[config.mk]
export PLATFORM = sky130hd
export DESIGN_NAME = imem_loader
export DESIGN_NICKNAME = d
export VERILOG_FILES = /design/src/rtl/imem_loader.sv
export SDC_FILE = /design/constraint.sdc
export NUM_CORES = 1
export LEC_CHECK = 0
export CAP_MARGIN = 30
export CORE_MARGIN = 1.5
export CORE_UTILIZATION = 25
export CTS_BUF_LIST = sky130_fd_sc_hd__clkbuf_16
export DETAILED_ROUTE_END_ITERATION = 16
export GPL_TIMING_DRIVEN = 0
export RECOVER_POWER = 25
export SETUP_SLACK_MARGIN = 0.3
export SLEW_MARGIN = 20
export SYNTH_ARGS = -nofsm -noshare
export SYNTH_HDL_FRONTEND = slang
export SYNTH_SLANG_ARGS = --single-unit
export TNS_END_PERCENT = 50
[constraint.sdc]
create_clock -name clk -period 2.4 [get_ports clk]
set_clock_uncertainty 0.1 [all_clocks]
set_input_delay 0.24 -clock clk [delete_from_list [all_inputs] [get_ports clk]]
set_output_delay 0.24 -clock clk [all_outputs]
set_load 0.02 [all_outputs]
[src/rtl/imem_loader.sv]
// UART-driven program loader for the MIPS instruction memory.
// Holds the pipeline while loading and answers each command with ACK/NAK.
module imem_loader #(
  parameter int DATA_WIDTH = 32,
  parameter int IMEM_ADDR_WIDTH = 8,
  parameter logic [7:0] ACK_BYTE = 8'h06,
  parameter logic [7:0] NAK_BYTE = 8'h15
) (
  input  logic                       clk,
  input  logic                       reset,
  input  logic [7:0]                 rx_data,
  input  logic                       rx_valid,
  input  logic                       tx_ready,
  output logic [7:0]                 tx_data,
  output logic                       tx_valid,
  output logic                       imem_we,
  output logic [IMEM_ADDR_WIDTH-1:0] imem_addr,
  output logic [DATA_WIDTH-1:0]      imem_wdata,
  output logic                       cpu_run,
  output logic                       busy,
  output logic [IMEM_ADDR_WIDTH:0]   words_loaded
);

  localparam int AW = IMEM_ADDR_WIDTH;
  localparam int CW = AW + 1;

  typedef enum logic [2:0] {
    IDLE, GET_CNT, GET_B0, GET_B1,
    GET_B2, GET_B3, WRITE, RESP
  } state_t;

  state_t state, state_nx;

  logic [CW-1:0] idx, cnt, idx_inc;
  logic [DATA_WIDTH-1:0] word;
  logic [7:0] resp;
  logic cnt_ok;

  assign idx_inc = idx + CW'(1);
  // N may equal the depth; only strictly larger counts are rejected
  assign cnt_ok = 32'(rx_data) <= (32'd1 << AW);

  assign tx_valid = (state == RESP);
  assign imem_we = (state == WRITE);
  assign busy = (state != IDLE);
  assign imem_addr = idx[AW-1:0];
  assign imem_wdata = word;

  always_comb begin
    state_nx = state;
    resp = ACK_BYTE;
    unique case (state)
      IDLE: begin
        if (rx_valid) begin
          case (rx_data)
            8'h4C: state_nx = GET_CNT;
            8'h52, 8'h48: state_nx = RESP;
            default: begin
              state_nx = RESP;
              resp = NAK_BYTE;
            end
          endcase
        end
      end
      GET_CNT: begin
        if (rx_valid) begin
          if (rx_data == 8'd0) begin
            state_nx = RESP;
          end else if (!cnt_ok) begin
            state_nx = RESP;
            resp = NAK_BYTE;
          end else begin
            state_nx = GET_B0;
          end
        end
      end
      GET_B0: if (rx_valid) state_nx = GET_B1;
      GET_B1: if (rx_valid) state_nx = GET_B2;
      GET_B2: if (rx_valid) state_nx = GET_B3;
      GET_B3: if (rx_valid) state_nx = WRITE;
      WRITE: begin
        if (idx_inc == cnt) state_nx = RESP;
        else if (rx_valid) state_nx = GET_B1;
        else state_nx = GET_B0;
      end
      RESP: if (tx_ready) state_nx = IDLE;
    endcase
  end

  always_ff @(posedge clk or negedge reset) begin
    if (!reset) begin
      state <= IDLE;
      tx_data <= '0;
      cpu_run <= 1'b0;
      idx <= '0;
      cnt <= '0;
      word <= '0;
      words_loaded <= '0;
    end else begin
      state <= state_nx;
      if (state != RESP && state_nx == RESP) tx_data <= resp;
      case (state)
        IDLE: begin
          if (rx_valid) begin
            if (rx_data == 8'h52) cpu_run <= 1'b1;
            else if (rx_data == 8'h4C || rx_data == 8'h48) cpu_run <= 1'b0;
          end
        end
        GET_CNT: begin
          if (rx_valid) begin
            cnt <= CW'(rx_data);
            idx <= '0;
            if (rx_data == 8'd0) words_loaded <= '0;
          end
        end
        GET_B0: if (rx_valid) word[31:24] <= rx_data;
        GET_B1: if (rx_valid) word[23:16] <= rx_data;
        GET_B2: if (rx_valid) word[15:8] <= rx_data;
        GET_B3: if (rx_valid) word[7:0] <= rx_data;
        WRITE: begin
          idx <= idx_inc;
          // a byte arriving during the write pulse is the next word's MSB
          if (idx_inc == cnt) words_loaded <= cnt;
          else if (rx_valid) word[31:24] <= rx_data;
        end
        default: ;
      endcase
    end
  end

endmodule

==> results.tsv <==
metric	value	unit
cts_sinks	64	
tns	0	ns
core_area	12800	um2
grt_pass1_vias	2916	
fp-row-count	41	
syn_avg_cell_area	9.83	um2
numCtsBuffers	9	
antenna_cells	0	
use_met2	22.3	%
vias	2922	
drt_iter0_drc	185	
tightest_slew	0.949	ns
antenna_found_initial	0	
wire_per_inst	15.6	um
ys_ff_latch	64	
final_net_count	459	
startpoint_type	flop	
path_max_fanout	8	
power_density	1280	nW/um2
syn_to_final_growth	51.6	%
drv_cap	0	
end_kind	flop	
drv_slew	0	
crit_type	flop to flop	
cts_max_path_buffers	2	
ys_top_cells_by_count	dfrtp_1, o21ai_0, nand2_1	
hold_viol	0	
htreeDepth	3	
cts_root_buf	clkbuf_16	
finalPower	6.47	mW
grt_max_degree	39	
die_w	118	um
routed_wl	9.69	mm
die_h	118	um
finalSetupViolations	0	
fin_area	5040	um2
syn-cell-area	3320	um2
required	2.50	ns
ys.flop_type	dfrtp_1	
grt_pass1_wl	15.3	mm
drt-pass1-iter-count	4	
grt_util_met1	18.3	%
min_path_type	primary input to flop	
timing.hold.ws	0.206	ns
max_slew_margin	36.8	%
synth.most_common_cell	dfrtp_1	
ioPinCount	73	
fin_crit_sh	91.7	%
ir_drop	0.000460	V
antenna_left	0	
dpl_cell_area	4240	um2
clk_latency	0.33	ns
syn_inst	338	
grt-ovfl-total	0	
ys_types	55	
synth-edff-count	0	
cts_tree	yes	
layout-drive-gt1-share	26.8	%
globalplace.congestion	0.863	
start_util	26.0	%
dp_hpwl	6.70	mm
path_clk_slew	0.06	ns
yosysWarnings	0	
synthTopCellsByArea	dfrtp_1, o21ai_0, nand2_1, mux2_2, buf_4	
met3_usage	3.72	%
async_reset_ff_share	100	%
grt_use_total	13.9	%
routed_via_density	4.69	
cp_data_arrival_time	2.30	ns
setup_slack	0.199	ns
synth_area_leader_cell	dfrtp_1	
min_period	2.20	ns
status	complete, no violations	
dieArea	14000	um2
ys_seq_area_share	48.2	%
rsz0062_at_grt	true	
drc_errors	0	
post-place-ws	-0.124	ns
fmaxAchievable	454	MHz
p_leak	2.22	nW
top_usage_layer	met2	
yosysTopAreaCellShare	48.2	%
io_buffer_count	66	
metrics by stage:
step | utilization [%] | instances
CTS | 37.6 | 614
detailed placement | 33.2 | 581
global route | 39.4 | 623
floorplan | - | 342
global placement | 33.1 | 580
finish | 39.4 | 623
worst max-delay path, cell delays in order, from the launching register on:
cell,delay (ns)
dfrtp_2,0.44
buf_6,0.15
and3_4,0.15
buf_6,0.13
xnor2_4,0.14
nor4b_4,0.38
o211ai_4,0.17
buf_6,0.16
buf_8,0.14
o2bb2ai_2,0.12
final cells by class:
cell class | instances | area (um2)
Fill cell | 1246 | 7730
Clock inverter | 7 | 118
Tap cell | 172 | 215
Buffer | 35 | 267
Multi-Input combinational cell | 222 | 1630
Clock buffer | 9 | 225
Timing Repair Buffer | 93 | 891
Sequential cell | 64 | 1600
Inverter | 21 | 86.3
registers in the layout, summed over array words and instances, names as in the netlist:
register and flops:
imem_wdata 32, idx 9, cnt 8, words_loaded 8, state 3, tx_data 3, cpu_run 1
cell families after synthesis:
| family | count (synthesis) | synth area share, % |
|---|---|---|
| and+or+nand+nor | 97 | 14.8 |
| AOI/OAI and AO/OA | 88 | 17.8 |
| DFF | 64 | 48.2 |
| buffers and inverters | 56 | 9.30 |
| muxes | 21 | 6.78 |
| xor gates and xnor gates | 10 | 2.64 |
| adders and majority gates | 1 | 0.376 |
| other | 1 | 0.113 |
placed cells by master, fill, tap and decap left out, drive strengths merged, types with 3 or more instances in the layout:
cell | netlist | layout
o2bb2ai | 8 | 8
or3 | 4 | 4
clkbuf | 8 | 18
nand3 | 9 | 9
clkdlybuf4s50 | 0 | 59
bufinv | 0 | 3
nand2 | 40 | 40
mux2 | 12 | 12
nor3 | 5 | 5
inv | 21 | 22
or4 | 3 | 3
o41ai | 4 | 4
o31ai | 5 | 5
mux2i | 9 | 9
nand4 | 4 | 4
nor2 | 17 | 17
dfrtp | 64 | 64
dlygate4sd2 | 0 | 4
buf | 27 | 53
xnor2 | 8 | 8
conb | 1 | 5
o21ai | 47 | 47
a21oi | 8 | 8
nand3b | 3 | 3
what timing repair did:
item	in CTS	in global routing
buffers inserted	14	9
gates cloned	2	0
pin swaps	7	4
setup endpoints to repair	25	45
endpoints found under the hold margin	26	0
gates resized for setup	24	42
hold buffers	1	0
path summary, 6_finish.rpt:
check | startpoint | end | slack (ns) | depth (start not counted)
min | rx_data[6] | cnt[6] | 0.21 | 3
min in group asynchronous | reset | idx[6] | 0.28 | 2
min reg2reg | imem_wdata[3] | imem_wdata[3] | 0.38 | 2
max reg2reg | idx[0] | imem_wdata[28] | 0.20 | 9
max in group asynchronous | reset | idx[0] | 0.64 | 3
max | idx[0] | imem_wdata[28] | 0.20 | 9
report_power, final:
| group | leakage [nW] | switching (mW) | internal (mW) |
|---|---|---|---|
| combinational | 1.29 | 1.62 | 1.53 |
| clock | 0.160 | 0.499 | 1.01 |
| sequential | 0.774 | 0.306 | 1.50 |
| total | 2.22 | 2.43 | 4.05 |
per-layer routing:
metal	vias up	wire, um
li1	1390	-
met1	1446	4170
met2	74	4940
met3	12	488
met4	0	98
met5	-	0
Note: power is estimated with default switching activity, not from simulation.
